[src/rtl/hazard_ctrl_pkg.sv]
// hazard_ctrl_pkg
//   Shared definitions for the pipeline hazard controller:
//   - hz_state_e : FSM state encodings (RUN=0, LOAD_STALL=1, MEM_WAIT=2; 3 unused)
//   - REG_ZERO   : architectural zero register index (never a real dependency)
//   - src_dep()  : true when an ID source operand depends on the EX destination
package hazard_ctrl_pkg;

    typedef enum logic [1:0] {
        ST_RUN        = 2'd0,
        ST_LOAD_STALL = 2'd1,
        ST_MEM_WAIT   = 2'd2
    } hz_state_e;

    localparam logic [4:0] REG_ZERO = 5'd0;

    function automatic logic src_dep(input logic uses, input logic [4:0] rs, input logic [4:0] rd);
        return uses && (rs == rd);
    endfunction

endpackage

[src/rtl/hazard_ctrl_if.sv]
// hazard_ctrl_if
//   Bundle between the pipeline datapath (master) and hazard_ctrl (slave).
//   Pipeline -> controller : id_rs1/id_rs2, id_uses_rs1/id_uses_rs2, ex_rd,
//                            ex_mem_read, ex_redirect, mem_req, mem_ready
//   Controller -> pipeline : stall_if/id/ex/mem, flush_id/ex, mem_timeout, state
//   With HAZARD_PERF_CNT_EN defined: perf_stall_cnt, perf_flush_cnt (controller -> pipeline)
interface hazard_ctrl_if;

    logic [4:0] id_rs1;
    logic [4:0] id_rs2;
    logic       id_uses_rs1;
    logic       id_uses_rs2;
    logic [4:0] ex_rd;
    logic       ex_mem_read;
    logic       ex_redirect;
    logic       mem_req;
    logic       mem_ready;

    logic       stall_if;
    logic       stall_id;
    logic       stall_ex;
    logic       stall_mem;
    logic       flush_id;
    logic       flush_ex;
    logic       mem_timeout;
    logic [1:0] state;
`ifdef HAZARD_PERF_CNT_EN
    logic [31:0] perf_stall_cnt;
    logic [31:0] perf_flush_cnt;
`endif

    modport master (
        output id_rs1, id_rs2, id_uses_rs1, id_uses_rs2, ex_rd,
               ex_mem_read, ex_redirect, mem_req, mem_ready,
        input  stall_if, stall_id, stall_ex, stall_mem,
               flush_id, flush_ex, mem_timeout, state
`ifdef HAZARD_PERF_CNT_EN
        , input perf_stall_cnt, perf_flush_cnt
`endif
    );

    modport slave (
        input  id_rs1, id_rs2, id_uses_rs1, id_uses_rs2, ex_rd,
               ex_mem_read, ex_redirect, mem_req, mem_ready,
        output stall_if, stall_id, stall_ex, stall_mem,
               flush_id, flush_ex, mem_timeout, state
`ifdef HAZARD_PERF_CNT_EN
        , output perf_stall_cnt, perf_flush_cnt
`endif
    );

endinterface

[src/rtl/hazard_wait_timer.sv]
// hazard_wait_timer
//   8-bit memory wait counter, saturating at `limit`.
//   clk, rst : clock, asynchronous active-high reset
//   clear    : zero the count (takes priority over enable)
//   enable   : count this cycle
//   limit    : saturation value (1..255)
//   expired  : the count is at the limit after this enabled cycle
module hazard_wait_timer (
    input  logic       clk,
    input  logic       rst,
    input  logic       clear,
    input  logic       enable,
    input  logic [7:0] limit,
    output logic       expired
);

    logic [7:0] count_q;
    logic [7:0] count_nxt;

    always_comb begin
        count_nxt = count_q;
        if (clear) begin
            count_nxt = '0;
        end else if (enable && (count_q < limit)) begin
            count_nxt = count_q + 8'd1;
        end
    end

    always_ff @(posedge clk or posedge rst) begin
        if (rst) begin
            count_q <= '0;
        end else begin
            count_q <= count_nxt;
        end
    end

    // Looks at the post-edge value so the flag can latch on the same edge
    // at which the counter reaches the limit.
    assign expired = enable && !clear && (count_nxt == limit);

endmodule

[src/rtl/hazard_ctrl.sv]
// hazard_ctrl
//   Pipeline hazard controller: memory freeze, EX redirect flush and
//   load-use bubble, with a sticky memory timeout flag.
//   Parameter MAX_WAIT (1..255): MEM_WAIT cycles before mem_timeout sets.
//   clk, rst : clock, asynchronous active-high reset
//   hz       : hazard_ctrl_if.slave (pipeline inputs, stall/flush/status outputs)
//   Optional macro HAZARD_PERF_CNT_EN adds perf_stall_cnt / perf_flush_cnt.
module hazard_ctrl
    import hazard_ctrl_pkg::*;
#(
    parameter int unsigned MAX_WAIT = 15
) (
    input  logic          clk,
    input  logic          rst,
    hazard_ctrl_if.slave  hz
);

    hz_state_e state_q;
    logic      mem_timeout_q;
    logic      freeze;
    logic      load_use;
    logic      load_use_eff;
    logic      timer_clear;
    logic      timer_en;
    logic      timer_expired;
    logic      stall_if_c, stall_id_c, stall_ex_c, stall_mem_c;
    logic      flush_id_c, flush_ex_c;

    assign freeze   = hz.mem_req && !hz.mem_ready;
    assign load_use = hz.ex_mem_read && (hz.ex_rd != REG_ZERO) &&
                      (src_dep(hz.id_uses_rs1, hz.id_rs1, hz.ex_rd) ||
                       src_dep(hz.id_uses_rs2, hz.id_rs2, hz.ex_rd));
    // The bubble just inserted sits in EX during LOAD_STALL, so a detection
    // there would only be a stale view of the same dependency.
    assign load_use_eff = load_use && (state_q != ST_LOAD_STALL);

    // Hazard controls must act in the cycle the hazard is visible, so they
    // are decoded from the registered state and the live inputs.
    always_comb begin
        stall_if_c  = 1'b0;
        stall_id_c  = 1'b0;
        stall_ex_c  = 1'b0;
        stall_mem_c = 1'b0;
        flush_id_c  = 1'b0;
        flush_ex_c  = 1'b0;
        if (!rst) begin
            if (freeze) begin
                stall_if_c  = 1'b1;
                stall_id_c  = 1'b1;
                stall_ex_c  = 1'b1;
                stall_mem_c = 1'b1;
            end else if (hz.ex_redirect) begin
                flush_id_c = 1'b1;
                flush_ex_c = 1'b1;
            end else if (load_use_eff) begin
                stall_if_c = 1'b1;
                stall_id_c = 1'b1;
                flush_ex_c = 1'b1;
            end
        end
    end

    assign timer_clear = freeze && (state_q != ST_MEM_WAIT);
    assign timer_en    = (state_q == ST_MEM_WAIT);

    hazard_wait_timer u_wait_timer (
        .clk     (clk),
        .rst     (rst),
        .clear   (timer_clear),
        .enable  (timer_en),
        .limit   (8'(MAX_WAIT)),
        .expired (timer_expired)
    );

    always_ff @(posedge clk or posedge rst) begin
        if (rst) begin
            state_q       <= ST_RUN;
            mem_timeout_q <= 1'b0;
        end else begin
            if (timer_en && freeze && timer_expired) begin
                mem_timeout_q <= 1'b1;
            end
            case (state_q)
                ST_RUN: begin
                    if (freeze) begin
                        state_q <= ST_MEM_WAIT;
                    end else if (!hz.ex_redirect && load_use) begin
                        state_q <= ST_LOAD_STALL;
                    end else begin
                        state_q <= ST_RUN;
                    end
                end
                ST_LOAD_STALL: state_q <= freeze ? ST_MEM_WAIT : ST_RUN;
                ST_MEM_WAIT:   state_q <= freeze ? ST_MEM_WAIT : ST_RUN;
                default:       state_q <= ST_RUN;
            endcase
        end
    end

`ifdef HAZARD_PERF_CNT_EN
    logic [31:0] perf_stall_q;
    logic [31:0] perf_flush_q;

    always_ff @(posedge clk or posedge rst) begin
        if (rst) begin
            perf_stall_q <= '0;
            perf_flush_q <= '0;
        end else begin
            if (stall_if_c || stall_id_c || stall_ex_c || stall_mem_c) begin
                perf_stall_q <= perf_stall_q + 32'd1;
            end
            if (flush_id_c) begin
                perf_flush_q <= perf_flush_q + 32'd1;
            end
        end
    end

    assign hz.perf_stall_cnt = perf_stall_q;
    assign hz.perf_flush_cnt = perf_flush_q;
`endif

    assign hz.stall_if    = stall_if_c;
    assign hz.stall_id    = stall_id_c;
    assign hz.stall_ex    = stall_ex_c;
    assign hz.stall_mem   = stall_mem_c;
    assign hz.flush_id    = flush_id_c;
    assign hz.flush_ex    = flush_ex_c;
    assign hz.mem_timeout = mem_timeout_q;
    assign hz.state       = state_q;

endmodule

[src/flat_wrapper.sv]
// flat-port wrapper written by rule: the top's interface ports become plain ports
module hazard_ctrl_flat import hazard_ctrl_pkg::*;
#(
    parameter int unsigned MAX_WAIT = 15
)
  (clk, rst, hz_id_rs1, hz_id_rs2, hz_id_uses_rs1, hz_id_uses_rs2, hz_ex_rd, hz_ex_mem_read, hz_ex_redirect, hz_mem_req, hz_mem_ready, hz_stall_if, hz_stall_id, hz_stall_ex, hz_stall_mem, hz_flush_id, hz_flush_ex, hz_mem_timeout, hz_state);
  hazard_ctrl_if hz_i ();
  input  logic clk;
  input  logic rst;
  input wire logic [$bits(hz_i.id_rs1)-1:0] hz_id_rs1;
  input wire logic [$bits(hz_i.id_rs2)-1:0] hz_id_rs2;
  input wire logic [$bits(hz_i.id_uses_rs1)-1:0] hz_id_uses_rs1;
  input wire logic [$bits(hz_i.id_uses_rs2)-1:0] hz_id_uses_rs2;
  input wire logic [$bits(hz_i.ex_rd)-1:0] hz_ex_rd;
  input wire logic [$bits(hz_i.ex_mem_read)-1:0] hz_ex_mem_read;
  input wire logic [$bits(hz_i.ex_redirect)-1:0] hz_ex_redirect;
  input wire logic [$bits(hz_i.mem_req)-1:0] hz_mem_req;
  input wire logic [$bits(hz_i.mem_ready)-1:0] hz_mem_ready;
  output wire logic [$bits(hz_i.stall_if)-1:0] hz_stall_if;
  output wire logic [$bits(hz_i.stall_id)-1:0] hz_stall_id;
  output wire logic [$bits(hz_i.stall_ex)-1:0] hz_stall_ex;
  output wire logic [$bits(hz_i.stall_mem)-1:0] hz_stall_mem;
  output wire logic [$bits(hz_i.flush_id)-1:0] hz_flush_id;
  output wire logic [$bits(hz_i.flush_ex)-1:0] hz_flush_ex;
  output wire logic [$bits(hz_i.mem_timeout)-1:0] hz_mem_timeout;
  output wire logic [$bits(hz_i.state)-1:0] hz_state;
  assign hz_i.id_rs1 = hz_id_rs1;
  assign hz_i.id_rs2 = hz_id_rs2;
  assign hz_i.id_uses_rs1 = hz_id_uses_rs1;
  assign hz_i.id_uses_rs2 = hz_id_uses_rs2;
  assign hz_i.ex_rd = hz_ex_rd;
  assign hz_i.ex_mem_read = hz_ex_mem_read;
  assign hz_i.ex_redirect = hz_ex_redirect;
  assign hz_i.mem_req = hz_mem_req;
  assign hz_i.mem_ready = hz_mem_ready;
  assign hz_stall_if = hz_i.stall_if;
  assign hz_stall_id = hz_i.stall_id;
  assign hz_stall_ex = hz_i.stall_ex;
  assign hz_stall_mem = hz_i.stall_mem;
  assign hz_flush_id = hz_i.flush_id;
  assign hz_flush_ex = hz_i.flush_ex;
  assign hz_mem_timeout = hz_i.mem_timeout;
  assign hz_state = hz_i.state;
  hazard_ctrl #(.MAX_WAIT(MAX_WAIT)) u_core (.clk(clk), .rst(rst), .hz(hz_i));
endmodule
[config.mk]
export PLATFORM = sky130hd
export DESIGN_NAME = hazard_ctrl_flat
export DESIGN_NICKNAME = d
export VERILOG_FILES = /design/src/rtl/hazard_ctrl_pkg.sv /design/src/rtl/hazard_ctrl_if.sv /design/src/rtl/hazard_wait_timer.sv /design/src/rtl/hazard_ctrl.sv /design/src/flat_wrapper.sv
export SDC_FILE = /design/constraint.sdc
export NUM_CORES = 1
export LEC_CHECK = 0
export ABC_CLOCK_PERIOD_IN_PS = 5000
export CAP_MARGIN = 20
export CORE_MARGIN = 8
export CORE_UTILIZATION = 40
export DETAILED_ROUTE_END_ITERATION = 12
export GPL_ROUTABILITY_DRIVEN = 0
export PLACE_DENSITY = 0.76
export SLEW_MARGIN = 10
export SYNTH_ARGS = -nofsm -noshare
export SYNTH_HDL_FRONTEND = slang
export SYNTH_SLANG_ARGS = --single-unit
[constraint.sdc]
create_clock -name clk -period 5 [get_ports clk]
set_input_delay 1 -clock clk [delete_from_list [all_inputs] [get_ports clk]]
set_output_delay 1 -clock clk [all_outputs]
set_load 0.01 [all_outputs]
==> results of run 1 <==
-- where the power goes --
group	internal, mW	switching (mW)	total (mW)
clock network	0.0308	0.0277	0.0585
registers	0.0975	0.0127	0.110
logic	0.0429	0.0342	0.0771
-- synth_stat cells --
library cell	number	area (sq um)
a2111oi_2	1	15.0
a21oi_1	1	5.00
a311oi_2	1	15.0
a32oi_1	1	8.76
and2_0	1	6.26
and3_1	1	6.26
buf_4	2	15.0
dfrtp_1	11	275
ha_1	6	75.1
inv_1	5	18.8
mux2i_1	2	20.0
nand2_1	1	3.75
nand2b_1	2	12.5
nand3_1	2	10.0
nand3b_1	1	7.51
nand4_1	1	6.26
nor2_1	7	26.3
nor2_2	1	6.26
nor2b_1	5	31.3
nor3_1	3	15.0
nor3_2	1	10.0
nor4_1	2	12.5
o21ai_0	1	5.00
o21ai_1	1	5.00
o21bai_1	1	7.51
o22ai_1	1	6.26
o31ai_1	1	7.51
or4_1	3	22.5
or4b_4	1	13.8
xnor2_1	4	35.0
xor2_1	8	70.1
-- routing by layer --
metal | part of all wire [%] | routed length [um] | global-route usage [%] | up-vias
met2 | 63 | 1230 | 24.8 | 9
met1 | 34 | 661 | 9.67 | 327
met4 | 1.1 | 21 | 6.12 | 0
met5 | 0 | 0 | 0 | -
li1 | - | - | - | 344
met3 | 2.0 | 39 | 2.15 | 2
-- kinds of logic (layout without fill, tap and decap cells) --
| family | after synthesis | after routing | share of synthesized area [%] |
|---|---|---|---|
| xor gates and xnor gates | 12 | 12 | 13.6 |
| adders and majority gates | 6 | 6 | 9.69 |
| and+or+nand+nor | 32 | 32 | 24.6 |
| muxes | 2 | 2 | 2.58 |
| buffers and inverters | 7 | 40 | 4.36 |
| DFF | 11 | 11 | 35.5 |
| AOI/OAI and AO/OA | 9 | 9 | 9.69 |
-- cell type report --
class / instances / area (sq um)
Fill cell: 183 / 772
Multi-Input combinational cell: 61 / 465
Timing Repair Buffer: 31 / 310
Sequential cell: 11 / 275
Tap cell: 27 / 33.8
Clock buffer: 4 / 26.3
Inverter: 5 / 18.8
-- final timing paths --
check / startpoint / cells past startpoint / endpoint
hold / removal: u_core.hz.mem_timeout$_DFFE_PP0P_ / 2 / u_core.hz.mem_timeout$_DFFE_PP0P_
setup / recovery: hz_ex_rd[4] / 6 / hz_stall_id
min in group asynchronous: rst / 2 / u_core.hz.state[0]$_DFF_PP0_
setup reg to reg: u_core.hz.state[0]$_DFF_PP0_ / 6 / u_core.u_wait_timer.count_q[1]$_DFF_PP0_
hold reg to reg: u_core.hz.mem_timeout$_DFFE_PP0P_ / 2 / u_core.hz.mem_timeout$_DFFE_PP0P_
max in group asynchronous: rst / 2 / u_core.u_wait_timer.count_q[1]$_DFF_PP0_
-- stage by stage --
stage	power (mW)	util (%)	instances	setup WS, ns	area, sq um
4_1_cts	0.250	59.4	139	1.04	1130
3_5_place_dp	0.189	58.0	135	1.05	1100
6_report	0.246	59.4	139	1.06	1130
3_3_place_gp	0.186	58.0	135	1.06	1100
2_1_floorplan	0.154	-	79	1.92	774
5_1_grt	0.263	59.4	139	0.984	1130
-- worst max-delay path: cells and delay by family --
family / cells / cell delay (ns)
AND/OR/NAND/NOR: 2 / 0.66
buffers and inverters: 2 / 0.98
AO/OA/AOI/OAI: 2 / 0.29
-- sequential cells by signal (all words and copies together) (netlist names) --
signal                       cells
u_core.hz.mem_timeout            1
u_core.hz.state                  2
u_core.u_wait_timer.count_q      8
==> impl_metrics.csv, run 1 <==
group,metric,value,unit
status,status,"finished clean",
clocking,cts_tree,"built",
critical_path,arrival,2.94,ns
synth,ys_ff_latch,11,
critical_path,cp-end-kind,"output pin",
global_route,grt_util_all_layers,11.7,%
critical_path,cp-start-kind,"input port",
critical_path,max_stage_delay,0.53,ns
detailed_routing,routed_wl,1950,um
cells_and_area,final_common_cell,"clkdlybuf4s50_1",
synth,syn-num-nets,108,
sta,skew,0.00165,ns
synth,synth_cell_type_count,31,
detailed_routing,ant_nets,0,
critical_path,worstPathMaxFanout,3,
clocking,post_cts_buffers,0,
cells_and_area,drive_gt1_share,7.14,%
floorplan,row_count,16,
placement,dp_hpwl,1680,um
clocking,cts_resized,0,
synth,netlist_instances,79,
floorplan,die_area,3600,sq um
detailed_routing,viasPerCell,4.91,
synth,synth_warnings,0,
clocking,cts_sinks,11,
cells_and_area,area_growth_syn_to_layout,45.9,%
clocking,insertion_delay,0.26,ns
sta,timing.final.crit_share,78.7,%
detailed_routing,drcViolationCount,0,
pwr,power.static_leakage,0.466,nW
detailed_routing,num_vias,682,
cells_and_area,final_cell_mix,"clkdlybuf4s50_1, dfrtp_1, xor2_1",
sta,period_needed,3.94,ns
run,drv_cap,0,
detailed_routing,initialDrtViolationCount,5,
critical_path,crit_chain,"clkdlybuf4s50_1 > or4_1 > o21ai_1 > or4_1 > o22ai_1 > clkdlybuf4s50_1",
hold_path,hold_class,"reg2reg",
sta,timing.fmax,0.254,GHz
detailed_routing,dr.pass1.iters,2,
sta,timing.slew.headroom,66.2,%
clocking,cts_buffer_depth,2,
floorplan,die_h,60,um
sta,finalSetupTns,0,ns
synth,ys_seq_area_share,35.5,%
critical_path,regToRegSetupSlack,3.02,ns
sta,setup-violations-final,0,
critical_path,crit_type,"in2out",
clocking,cts-hold-fix-buffers,0,
clocking,clk_pin_slew,0.06,ns
pwr,ir_drop,0.0000930,V
detailed_routing,wl_per_cell,14.0,um
sta,worstMarginPinSlew,0.506,ns
clocking,cts.htree.levels,1,
clocking,cts-buffers-inserted,3,
cells_and_area,nets,142,
sta,whs,0.495,ns
sta,rsz0062_at_grt,"no",
clocking,cts_root_buffer,"clkbuf_4",
floorplan,initial_core_util,40.7,%
critical_path,required,4.00,ns
cells_and_area,diodes,0,
floorplan,io_pins,32,
critical_path,slowest_stage,"or4_1",
floorplan,core_area,1900,sq um
global_route,grt_max_degree,13,
global_route,grt_pass1_wl,3170,um
placement,portBuffers,31,
global_route,grt_pass1_vias,739,
synth,synthesis.area,774,sq um
sta,drv_slew,0,
pwr,power_density,218,nW/um^2
synth,synth_area_per_cell,9.80,sq um
floorplan,die_w,60,um
global_route,overflow,0,
sta,hold_viol_final,0,
global_route,antenna_found_initial,0,
Power figures use the tool's default switching activity.
==> inputs of run 2 (changes only) <==
--- a/config.mk
+++ b/config.mk
@@ -5,13 +5,13 @@
 export SDC_FILE = /design/constraint.sdc
 export NUM_CORES = 1
 export LEC_CHECK = 0
-export ABC_CLOCK_PERIOD_IN_PS = 5000
+export ABC_CLOCK_PERIOD_IN_PS = 3600
 export CAP_MARGIN = 20
 export CORE_MARGIN = 8
-export CORE_UTILIZATION = 40
+export CORE_UTILIZATION = 37
 export DETAILED_ROUTE_END_ITERATION = 12
 export GPL_ROUTABILITY_DRIVEN = 0
-export PLACE_DENSITY = 0.76
+export PLACE_DENSITY = 0.73
 export SLEW_MARGIN = 10
 export SYNTH_ARGS = -nofsm -noshare
 export SYNTH_HDL_FRONTEND = slang
==> constraint.sdc (replaced) <==
create_clock -name clk -period 3.6 [get_ports clk]
set_input_delay 0.72 -clock clk [delete_from_list [all_inputs] [get_ports clk]]
set_output_delay 0.72 -clock clk [all_outputs]
set_load 0.01 [all_outputs]
==> run 2 against run 1 <==
Against the previous run: final cell count rose by 0.72%; die area grew 5.9%; cell area rose by 0.66%; combinational power increased by 41%; clock skew is 0.0022 ns higher; critical path depth unchanged; first-iteration DRC count did not move; register-to-register slack got worse by 1.4 ns; critical endpoint is now hz_stall_if.
==> impl_metrics.csv, run 2 (synthesis results as in run 1) <==
group,metric,value,unit
hold_path,hold_class,"reg2reg",
placement,placed_cell_area,1110,sq um
detailed_routing,wl_per_cell,13.5,um
cells_and_area,drive_gt1_share,7.96,%
clocking,cts_sinks,11,
detailed_routing,routed_wl,1900,um
clocking,cts_buffer_depth,2,
cells_and_area,diodes,0,
cells_and_area,nets,143,
critical_path,crit_type,"in2out",
sta,period_needed,3.41,ns
clocking,cts.htree.levels,1,
sta,finalSetupTns,0,ns
critical_path,required,2.88,ns
clocking,post_cts_buffers,0,
clocking,cts-buffers-inserted,3,
clocking,insertion_delay,0.26,ns
sta,timing.slew.headroom,65.6,%
global_route,grt_max_degree,12,
global_route,grt_pass1_vias,699,
critical_path,cp-end-kind,"output pin",
floorplan,row_count,16,
detailed_routing,dr.pass1.iters,2,
run,drv_cap,0,
cells_and_area,area_growth_syn_to_layout,46.8,%
floorplan,die_area,3810,sq um
clocking,cts_root_buffer,"clkbuf_4",
sta,hold_viol_final,0,
placement,dp_hpwl,1640,um
critical_path,timing.rr.start,"u_core.hz.state[0]$_DFF_PP0_",
pwr,finalPower,0.341,mW
status,status,"finished clean",
detailed_routing,initialDrtViolationCount,5,
critical_path,critPathLaunch,"hz_ex_rd[4]",
detailed_routing,drcViolationCount,0,
cells_and_area,regMostFlops,"u_core.u_wait_timer.count_q",
sta,whs,0.474,ns
global_route,antenna_found_initial,0,
pwr,power_density,300,nW/um^2
pwr,ir_drop,0.000224,V
floorplan,core_area,1960,sq um
sta,worstMarginPinSlew,0.514,ns
placement,portBuffers,31,
floorplan,die_h,61.8,um
pwr,power.static_leakage,0.470,nW
clocking,cts_resized,0,
floorplan,io_pins,32,
cells_and_area,fin_area,1140,sq um
clocking,cts_tree,"built",
clocking,clk_pin_slew,0.06,ns
cells_and_area,final_common_cell,"clkdlybuf4s50_1",
critical_path,cp-start-kind,"input port",
global_route,overflow,0,
floorplan,die_w,61.8,um
sta,timing.fmax,0.293,GHz
hold_path,hold_start,"u_core.hz.mem_timeout$_DFFE_PP0P_",
clocking,cts-hold-fix-buffers,0,
critical_path,regToRegSetupSlack,1.61,ns
detailed_routing,viasPerCell,4.89,
detailed_routing,num_vias,684,
floorplan,initial_core_util,39.5,%
cells_and_area,final_cell_mix,"clkdlybuf4s50_1, dfrtp_1, xor2_1",
sta,timing.final.crit_share,94.8,%
global_route,grt_util_all_layers,11.1,%
sta,rsz0062_at_grt,"no",
sta,setup-violations-final,0,
critical_path,worstPathMaxFanout,3,
critical_path,arrival,2.69,ns
global_route,grt_pass1_wl,3140,um
cells_and_area,largest_reg_flops,8,
detailed_routing,ant_nets,0,
sta,drv_slew,0,
sta,skew,0.00389,ns
run 2: final cells by class:
type / instances / area [sq um]
Timing Repair Buffer: 32 / 318
Multi-Input combinational cell: 61 / 465
Clock buffer: 4 / 26.3
Sequential cell: 11 / 275
Fill cell: 194 / 825
Inverter: 5 / 18.8
Tap cell: 27 / 33.8
run 2: worst paths after layout:
check / endpoint / depth (start not counted)
hold / removal: u_core.hz.mem_timeout$_DFFE_PP0P_ / 2
min in group asynchronous: u_core.hz.state[0]$_DFF_PP0_ / 3
hold reg to reg: u_core.hz.mem_timeout$_DFFE_PP0P_ / 2
setup reg to reg: u_core.u_wait_timer.count_q[1]$_DFF_PP0_ / 6
setup / recovery: hz_stall_if / 6
max in group asynchronous: u_core.hz.state[1]$_DFF_PP0_ / 3
run 2: power by group:
group	internal, mW	switching, mW	leakage [nW]	total [mW]
Sequential	0.136	0.0165	0.145	0.152
Combinational	0.0606	0.0489	0.310	0.109
Clock	0.0428	0.0364	0.0150	0.0792
Total	0.239	0.102	0.470	0.341
run 2: critical path: stages:
cell and delay [ns]:
clkdlybuf4s50_1 0.47, or4_1 0.55, o21ai_1 0.21, or4_1 0.14
o22ai_1 0.09, clkdlybuf4s50_1 0.51
run 2: per-stage QoR:
step                      setup WS (ns)  util, %  instances
final                             0.187     58.0        140
after global routing              0.110     58.0        140
after CTS                         0.192     58.0        140
after detailed placement          0.193     56.6        136
after global placement            0.224     56.6        136
after floorplan                    1.08        -         79
run 2: routing by layer:
layer,wire length [um],vias to the layer above,global-route usage (%)
li1,-,348,-
met1,835,323,12.5
met2,1000,11,19.6
met3,48,2,3.09
met4,6,0,3.57
met5,0,-,0
==> inputs of run 3 (changes only) <==
--- a/config.mk
+++ b/config.mk
@@ -5,13 +5,13 @@
 export SDC_FILE = /design/constraint.sdc
 export NUM_CORES = 1
 export LEC_CHECK = 0
-export ABC_CLOCK_PERIOD_IN_PS = 3600
+export ABC_CLOCK_PERIOD_IN_PS = 4000
 export CAP_MARGIN = 20
 export CORE_MARGIN = 8
-export CORE_UTILIZATION = 37
+export CORE_UTILIZATION = 40
 export DETAILED_ROUTE_END_ITERATION = 12
 export GPL_ROUTABILITY_DRIVEN = 0
-export PLACE_DENSITY = 0.73
+export PLACE_DENSITY = 0.76
 export SLEW_MARGIN = 10
 export SYNTH_ARGS = -nofsm -noshare
 export SYNTH_HDL_FRONTEND = slang
==> constraint.sdc (replaced) <==
create_clock -name clk -period 4 [get_ports clk]
set_input_delay 0.8 -clock clk [delete_from_list [all_inputs] [get_ports clk]]
set_output_delay 0.8 -clock clk [all_outputs]
set_load 0.01 [all_outputs]
==> run 3 against run 2 <==
Against the previous run: sequential share of layout area is the same; clock skew shrank 0.00090 ns; non-clock buffer count is the same; total power shrank 8.1%; routed wire length grew 5.6%; sequential cell count is the same; critical endpoint unchanged.
==> impl_metrics.csv, run 3 (synthesis results as in run 1) <==
group,metric,value,unit
sta,skew,0.00299,ns
detailed_routing,viasPerCell,4.96,
cells_and_area,nets,143,
floorplan,die_w,60,um
cells_and_area,final_cell_mix,"clkdlybuf4s50_1, dfrtp_1, xor2_1",
clocking,cts_resized,0,
floorplan,core_area,1900,sq um
pwr,power.static_leakage,0.470,nW
global_route,antenna_found_initial,0,
sta,finalSetupTns,0,ns
critical_path,arrival,2.75,ns
clocking,cts_buffer_depth,2,
global_route,grt_util_all_layers,12.2,%
detailed_routing,dr.pass1.iters,4,
global_route,grt_max_degree,13,
sta,timing.fmax,0.282,GHz
critical_path,timing.rr.start,"u_core.hz.state[0]$_DFF_PP0_",
global_route,met2_usage,24.9,%
global_route,overflow,0,
hold_path,hold_class,"reg2reg",
clocking,cts-hold-fix-buffers,0,
pwr,power_density,275,nW/um^2
clocking,cts.htree.levels,1,
detailed_routing,initialDrtViolationCount,8,
hold_path,hold_start,"u_core.hz.mem_timeout$_DFFE_PP0P_",
critical_path,required,3.20,ns
floorplan,die_h,60,um
pwr,finalPower,0.313,mW
sta,rsz0062_at_grt,"no",
cells_and_area,area_growth_syn_to_layout,46.8,%
sta,timing.final.crit_share,88.7,%
critical_path,cp-start-kind,"input port",
critical_path,slowest_stage,"or4_1",
status,status,"finished clean",
placement,portBuffers,31,
clocking,cts_sinks,11,
floorplan,row_count,16,
critical_path,crit_type,"in2out",
sta,worstMarginPinSlew,0.545,ns
pwr,ir_drop,0.000127,V
cells_and_area,largest_reg_flops,8,
cells_and_area,regMostFlops,"u_core.u_wait_timer.count_q",
global_route,grt_pass1_vias,790,
detailed_routing,ant_nets,0,
detailed_routing,routed_wl,2000,um
global_route,grt.busiest_layer,"met2",
cells_and_area,final_common_cell,"clkdlybuf4s50_1",
cells_and_area,drive_gt1_share,7.96,%
floorplan,io_pins,32,
floorplan,die_area,3600,sq um
clocking,cts_root_buffer,"clkbuf_4",
clocking,insertion_delay,0.27,ns
sta,hold_viol_final,0,
critical_path,crit_chain,"clkdlybuf4s50_1 > or4_1 > o21ai_1 > or4_1 > o22ai_1 > clkdlybuf4s50_1",
sta,drv_slew,0,
floorplan,initial_core_util,40.7,%
critical_path,critPathLaunch,"hz_ex_rd[4]",
critical_path,max_stage_delay,0.53,ns
global_route,met1_usage,10.6,%
global_route,grt_pass1_wl,3320,um
clocking,cts_tree,"built",
global_route,gr-usage-met3,2.80,%
sta,timing.slew.headroom,63.5,%
sta,setup-violations-final,0,
critical_path,worstPathMaxFanout,3,
clocking,clk_pin_slew,0.07,ns
detailed_routing,drcViolationCount,0,
cells_and_area,diodes,0,
detailed_routing,wl_per_cell,14.3,um
run,drv_cap,0,
detailed_routing,num_vias,695,
placement,dp_hpwl,1670,um
critical_path,cp-end-kind,"output pin",
sta,period_needed,3.55,ns
clocking,cts-buffers-inserted,3,
clocking,post_cts_buffers,0,
[run 3: per-layer routing]
metal	vias up	wire length, um
met2	11	1200
met5	-	0
met4	0	19
met3	2	55
li1	345	-
met1	337	725
[run 3: cell type report]
cell class              count  area (sq um)
fillers                   174           764
multi-input cells          61           465
repair buffers             32           318
flip-flops and latches     11           275
well taps                  27          33.8
clock buffers               4          26.3
inverters                   5          18.8
[run 3: stage by stage]
step | setup slack (ns) | utilization [%] | instance area (sq um) | hold WS (ns) | std cells
3_5_place_dp | 0.447 | 58.4 | 1110 | 0.479 | 136
3_3_place_gp | 0.466 | 58.4 | 1110 | 0.454 | 136
6_report | 0.450 | 59.8 | 1140 | 0.506 | 140
4_1_cts | 0.437 | 59.8 | 1140 | 0.515 | 140
5_1_grt | 0.357 | 59.8 | 1140 | 0.550 | 140
2_1_floorplan | 1.32 | - | 774 | 0.465 | 79
[run 3: power breakdown]
group	switching, mW	internal (mW)	total [mW]
Combinational	0.0442	0.0547	0.0989
Clock	0.0379	0.0386	0.0765
Sequential	0.0158	0.122	0.138
[run 3: worst paths after layout]
check,depth (start not counted),slack (ns),to
setup reg to reg,6,1.99,u_core.u_wait_timer.count_q[1]$_DFF_PP0_
hold reg to reg,2,0.51,u_core.hz.mem_timeout$_DFFE_PP0P_
min in group asynchronous,3,0.92,u_core.u_wait_timer.count_q[6]$_DFF_PP0_
setup / recovery,6,0.45,hz_stall_if
max in group asynchronous,3,2.92,u_core.u_wait_timer.count_q[1]$_DFF_PP0_
hold / removal,2,0.51,u_core.hz.mem_timeout$_DFFE_PP0P_
[run 3: critical path, delay by kind of cell]
kind,cells,cell delay (ns)
compound gates,2,0.30
buf+inv,2,0.97
simple gates,2,0.68
